$ cat config.mk
export PLATFORM = sky130hd
export DESIGN_NAME = chunked_subtractor
export DESIGN_NICKNAME = d
export VERILOG_FILES = /design/src/rtl/chunked_subtractor.sv
export SDC_FILE = /design/constraint.sdc
export NUM_CORES = 1
export LEC_CHECK = 0
export CAP_MARGIN = 20
export CORE_MARGIN = 2
export CORE_UTILIZATION = 54
export CTS_CLUSTER_SIZE = 25
export DETAILED_ROUTE_END_ITERATION = 8
export GPL_TIMING_DRIVEN = 0
export PLACE_DENSITY = 0.84
export RECOVER_POWER = 25
export REMOVE_ABC_BUFFERS = 1
export SLEW_MARGIN = 20
export SYNTH_ARGS = -nofsm -noshare
export SYNTH_HDL_FRONTEND = slang
export SYNTH_SLANG_ARGS = --single-unit
$ cat constraint.sdc
create_clock -name clk -period 4.1 [get_ports clk]
set_clock_uncertainty 0.05 [all_clocks]
set_input_delay 0.82 -clock clk [delete_from_list [all_inputs] [get_ports clk]]
set_output_delay 0.82 -clock clk [all_outputs]
set_load 0.02 [all_outputs]
$ cat src/rtl/chunked_subtractor.sv
// chunked_subtractor: multi-cycle unsigned subtractor, diff = a - b, CHUNK bits per clock, LSB chunk first.
// Define CHUNKED_SUB_OVF_EN to add the signed-overflow output ovf.
module chunked_subtractor #(
  parameter int WIDTH = 16,
  parameter int CHUNK = 4
) (
  input  logic             clk,
  input  logic             rst_n,
  input  logic             in_valid,
  output logic             in_ready,
  input  logic [WIDTH-1:0] a,
  input  logic [WIDTH-1:0] b,
  output logic             out_valid,
  input  logic             out_ready,
  output logic [WIDTH-1:0] diff,
  output logic             borrow,
  output logic             zero
`ifdef CHUNKED_SUB_OVF_EN
  ,
  output logic             ovf
`endif
);

  localparam int N  = WIDTH / CHUNK;
  localparam int CW = (N > 1) ? $clog2(N) : 1;
  localparam logic [CW-1:0] LAST = CW'(N - 1);

  typedef enum logic [1:0] {
    IDLE,
    BUSY,
    DONE
  } state_t;

  state_t           state;
  logic [WIDTH-1:0] a_r;
  logic [WIDTH-1:0] b_r;
  logic [WIDTH-1:0] diff_r;
  logic             borrow_r;
  logic [CW-1:0]    cnt;
  logic [CHUNK:0]   step;

  // One slice of the borrow chain; the extra top bit is the borrow out of this chunk.
  assign step = {1'b0, a_r[int'(cnt)*CHUNK +: CHUNK]}
              - {1'b0, b_r[int'(cnt)*CHUNK +: CHUNK]}
              - {{CHUNK{1'b0}}, borrow_r};

  always_ff @(posedge clk or negedge rst_n) begin
    if (!rst_n) begin
      state     <= IDLE;
      in_ready  <= 1'b1;
      out_valid <= 1'b0;
      a_r       <= '0;
      b_r       <= '0;
      diff_r    <= '0;
      borrow_r  <= 1'b0;
      cnt       <= '0;
    end else begin
      case (state)
        IDLE: begin
          if (in_valid && in_ready) begin
            a_r      <= a;
            b_r      <= b;
            borrow_r <= 1'b0;
            cnt      <= '0;
            in_ready <= 1'b0;
            state    <= BUSY;
          end
        end
        BUSY: begin
          diff_r[int'(cnt)*CHUNK +: CHUNK] <= step[CHUNK-1:0];
          borrow_r                         <= step[CHUNK];
          if (cnt == LAST) begin
            out_valid <= 1'b1;
            state     <= DONE;
          end else begin
            cnt <= cnt + 1'b1;
          end
        end
        DONE: begin
          // Result registers are left untouched so they remain visible after the handshake.
          if (out_ready) begin
            out_valid <= 1'b0;
            in_ready  <= 1'b1;
            state     <= IDLE;
          end
        end
        default: begin
          out_valid <= 1'b0;
          in_ready  <= 1'b1;
          state     <= IDLE;
        end
      endcase
    end
  end

  assign diff   = diff_r;
  assign borrow = borrow_r;
  assign zero   = ~|diff_r;

`ifdef CHUNKED_SUB_OVF_EN
  assign ovf = (a_r[WIDTH-1] != b_r[WIDTH-1]) && (diff_r[WIDTH-1] != a_r[WIDTH-1]);
`endif

endmodule

=== Word-level counts from Yosys, hierarchy flattened ===
Index checks and enable logic that the tools add are counted.

* Bits of input ports: 36
* Word-level logic and storage cells: 51
* Register bits: 55
* Output and inout port bits: 20

* Shift operators: 4
* Bitwise operators: 2
* $add $sub $neg: 4
* Equality and inequality tests: 7
* Reduce and logical (&&, ||, !) cells: 11
* Muxes and demuxes: 15

{| class="wikitable"
|+ Operator list
! operator !! number
|-
| negation 4 -> 33 bit || 1
|-
| variable shift 4 x 33 -> 16 bit, first input constant || 1
|-
| indexed part select 4 x 33 -> 16 bit || 1
|-
| indexed part select 16 x 5 -> 4 bit || 2
|-
| bitwise mux 16 bit || 1
|-
| OR reduction 16 bit || 1
|-
| AND reduction 3 bit || 4
|-
| 2-to-1 mux 2 bit || 5
|-
| inequality test 2 bit, second input constant || 4
|-
| case mux 1 bit (3 select lines) || 2
|-
| case mux 2 bit (3 select lines) || 1
|-
| subtractor 4 x 4 -> 5 bit || 1
|-
| subtractor 5 x 1 -> 5 bit || 1
|-
| == test 2 bit, second input constant || 2
|-
| 2-to-1 mux 1 bit || 4
|-
| case mux 2 bit (2 select lines) || 1
|-
| AND reduction 2 bit || 2
|-
| adder 2 x 1 -> 2 bit, second input constant || 1
|-
| == test 2 x 1 -> 1 bit, second input constant || 1
|-
| zero test 2 bit || 1
|-
| inverter 1 bit || 2
|-
| case mux 1 bit (2 select lines) || 1
|-
| nonzero test 2 bit || 1
|-
| logical AND 1 bit || 1
|-
| zero test 1 bit || 1
|}

=== Longest topological paths before layout ===
* Depth in word-level cells: 5
* Mapped depth: 10
* Mapped depth without buffers: 9

=== Worst setup path before layout ===
No wires, ideal clock.

* Path kind: reg2reg
* Start: reg cnt[0]
* End: reg diff_r[11] (netlist: diff[11])
* Setup time: 0.126 ns
* Clock period less this slack: 2.550 ns
* Required time: 3.924 ns
* Arrival time: 2.374 ns
* Path buffers: 1
* Cell stages (with the launch flop): 9
* Slack: 1.550 ns
* Cell sequence: dfrtp_1 buf_2 mux4_2 fa_1 ha_1 nand2b_1 a21oi_2 xor2_2 o21ai_1

* Longest elaborated chain between the ends: 5
* Elaborated cells on any way between the ends: 8
* Those cells by class: add/sub: 3; shift: 4; mux: 1

{| class="wikitable"
|+ RTL lines
! item !! RTL line !! text
|-
| start, declared || 39 || <nowiki>logic [CW-1:0] cnt;</nowiki>
|-
| start signal, assigned || 76 || <nowiki>cnt <= cnt + 1'b1;</nowiki>
|-
| indexed part select 16 x 5 -> 4 bit, on equally long branches || 43, 44 ||
|-
| subtractor 4 x 4 -> 5 bit || 44 || <nowiki>- {1'b0, b_r[int'(cnt)*CHUNK +: CHUNK]}</nowiki>
|-
| subtractor 5 x 1 -> 5 bit || 45 || <nowiki>- {{CHUNK{1'b0}}, borrow_r};</nowiki>
|-
| indexed part select 4 x 33 -> 16 bit || 70 || <nowiki>diff_r[int'(cnt)*CHUNK +: CHUNK] <= step[CHUNK-1:0];</nowiki>
|-
| bitwise mux 16 bit * || 70 ||
|-
| end signal, assigned by index || 70 ||
|-
| end, declared || 37 || <nowiki>logic [WIDTH-1:0] diff_r;</nowiki>
|}

Every way passes the cells marked *; elsewhere a longest branch is shown, timed or not.
A chain may end at the register's enable or synchronous reset.

=== Final worst setup path ===
* Start: reg cnt[0]
* End: reg diff_r[3] (netlist: diff[3])

Same word-level chain as after synthesis.

==> impl_metrics.ini <==
[worst_hold_path]
hp-class = reg2reg
min_path_cells = 1

[setup_path]
cp.depth = 7
max_stage_delay_ns = 0.83
worstPathArrival_ns = 2.97
path_delay_family = flip-flops
reg2reg_depth = 7
crit_fanout = 16
required_ns = 4.24
start_kind = flop
crit_buf_inv = 0
path_cells = mux4_2 -> fa_1 -> ha_1 -> nand2b_1 -> a21oi_2 -> xor2_2 -> o21ai_1
path_class = reg2reg
end_kind = flop
crit_slowest_cell = dfrtp_1

[clock_tree]
root_buffer = clkbuf_8
path_clk_slew_ns = 0.09
clockBufferDepth = 2
htree_levels = 2
clock_sinks = 55
postCtsSetupRepairBufs = 0
post_cts_resized = 0
cts_tree = yes
cts_hold_buf = 0
clk_latency_ns = 0.31
cts_buffers = 5

[layout]
final_cell_mix = dfrtp_1, clkdlybuf4s50_1, mux2_2
post-route-util_pct = 70.5
diodes = 0
fin_cells = 312
drive_above_1_share_pct = 20.9
synthToLayoutAreaGrowth_pct = 28.3
final_nets = 306

[timing]
rsz0062_at_grt = no
fmax_mhz = 353
setup_viol = 0
final_max_slew_viol_count = 0
timing.final.ws_setup_ns = 1.26
tightest_slew_ns = 0.733
fin_crit_ns = 2.84
period_share_pct = 69.2
hold_violations = 0
maxSlewHeadroom_pct = 51.1

[placement]
place_ws_ns = 1.22
place_inst = 305
portBuffers = 55
routabilityCongestion = 0.795
dpl.hpwl_um = 3320

[global_routing]
grt_pass1_vias = 1724
overflow = 0
grt_usage_pct = 19.5
antenna_found_initial = 0
grt_pass1_wl_um = 7780
grt_max_degree = 56

[floorplan]
row_count = 25
start_util_pct = 55.0
ioPinCount = 56
die_w_um = 72.9
die_h_um = 72.9
coreArea_mm2 = 0.00466
dieArea_mm2 = 0.00531

[synthesis]
yosysWarnings = 0
synth_seq_area_share_pct = 53.8
syn-cell-area_mm2 = 0.00256
syn_inst = 199
synth.avg_cell_area_um2 = 12.9
synth.distinct_cells = 29
ys_ff_latch = 55

[pwr]
leakage_nw = 1.47
ir_drop_uv = 386
power_density_mw_per_mm2 = 750

[drt]
wl_per_cell_um = 14.1
firstDrtPassIters = 4
drt_wl_total_um = 4410
drc_errors = 0
ant_nets = 0
avgViaCountPerCell = 5.51
vias = 1719
initialDrtViolationCount = 148

[flow_run]
maxCapViolCount = 0

[outcome]
status = completed
[through the flow]
step                      cell area, um2  total power [W]  setup TNS, ns  hold slack [ns]
after CTS                           3290          0.00250              0            0.462
after global routing                3290          0.00270              0            0.484
after floorplan                     2530          0.00177         -20.74            0.422
after global placement              3150          0.00215         -90.21            0.432
after detailed placement            3200          0.00220              0            0.442
final                               3290          0.00247              0            0.458
[area by class of cell]
cell class,count,area [um2]
inverters,14,52.6
clock inverters,1,5.00
repair buffers,58,586
flip-flops and latches,55,1380
clock buffers,6,82.6
well taps,54,67.6
fillers,319,1370
multi-input cells,124,1120
[cells in the mapped netlist]
| library cell | n | share of area (%) |
|---|---|---|
| a21oi_1 | 3 | 0.59 |
| a21oi_2 | 1 | 0.34 |
| a22o_1 | 1 | 0.34 |
| and4_1 | 1 | 0.34 |
| buf_2 | 6 | 1.2 |
| dfrtp_1 | 54 | 53 |
| dfstp_2 | 1 | 1.0 |
| fa_1 | 2 | 1.6 |
| ha_1 | 10 | 4.9 |
| inv_1 | 14 | 2.1 |
| mux2_2 | 33 | 15 |
| mux4_1 | 2 | 2.1 |
| mux4_2 | 6 | 5.3 |
| nand2_1 | 24 | 3.5 |
| nand2b_1 | 2 | 0.49 |
| nand4_1 | 3 | 0.73 |
| nand4b_1 | 1 | 0.34 |
| nor2_1 | 6 | 0.88 |
| nor2b_1 | 1 | 0.24 |
| nor4_1 | 4 | 0.98 |
| nor4bb_1 | 1 | 0.39 |
| o21ai_0 | 13 | 2.5 |
| o21ai_1 | 4 | 0.78 |
| o22a_1 | 1 | 0.34 |
| o22ai_1 | 1 | 0.24 |
| o31ai_1 | 1 | 0.29 |
| xnor2_1 | 1 | 0.34 |
| xor2_1 | 1 | 0.34 |
| xor2_2 | 1 | 0.64 |
[final timing paths]
check | from | to | slack [ns]
worst min-delay path | a_r[14] | a_r[14] | 0.46
worst min register to register | a_r[14] | a_r[14] | 0.46
worst max register to register | cnt[0] | diff[3] | 1.26
max in group asynchronous | rst_n | b_r[8] | 3.07
min in group asynchronous | rst_n | diff[11] | 0.49
worst max-delay path | cnt[0] | diff[3] | 1.26
[per-layer routing]
layer	wire [um]	vias up	track usage, %	part of all wire (%)
li1	-	823	-	-
met1	1970	839	24.8	45
met2	2160	52	31.7	49
met3	217	5	5.80	4.9
met4	69	0	7.41	1.6
met5	0	-	0	0
[logic make-up after synthesis]
group           after synthesis  synth area share (%)
buf+inv                      20                  3.22
mux                          41                  21.8
simple gates                 43                  7.91
fa+ha+maj                    12                  6.45
xor+xnor                      3                  1.32
flops                        55                  53.8
compound gates               25                  5.47
[where the power goes]
part	total, W	switching, W	internal, W
combinational	0.00125	0.000612	0.000639
sequential	0.000915	0.000171	0.000744
clock	0.000300	0.000167	0.000133
total	0.00247	0.000950	0.00152
[worst register-to-register path: stages, from the launching register on]
cell and delay (ns):
dfrtp_1 0.83, mux4_2 0.61, fa_1 0.40, ha_1 0.19, nand2b_1 0.14, a21oi_2 0.14, xor2_2 0.24, o21ai_1 0.12
[flip-flops by register name, summed over array words and instances (netlist names)]
name,cells
diff,16
borrow,1
a_r,16
b_r,16
in_ready,1
cnt,2
state,2
out_valid,1
(Power assumes the default switching activity.)
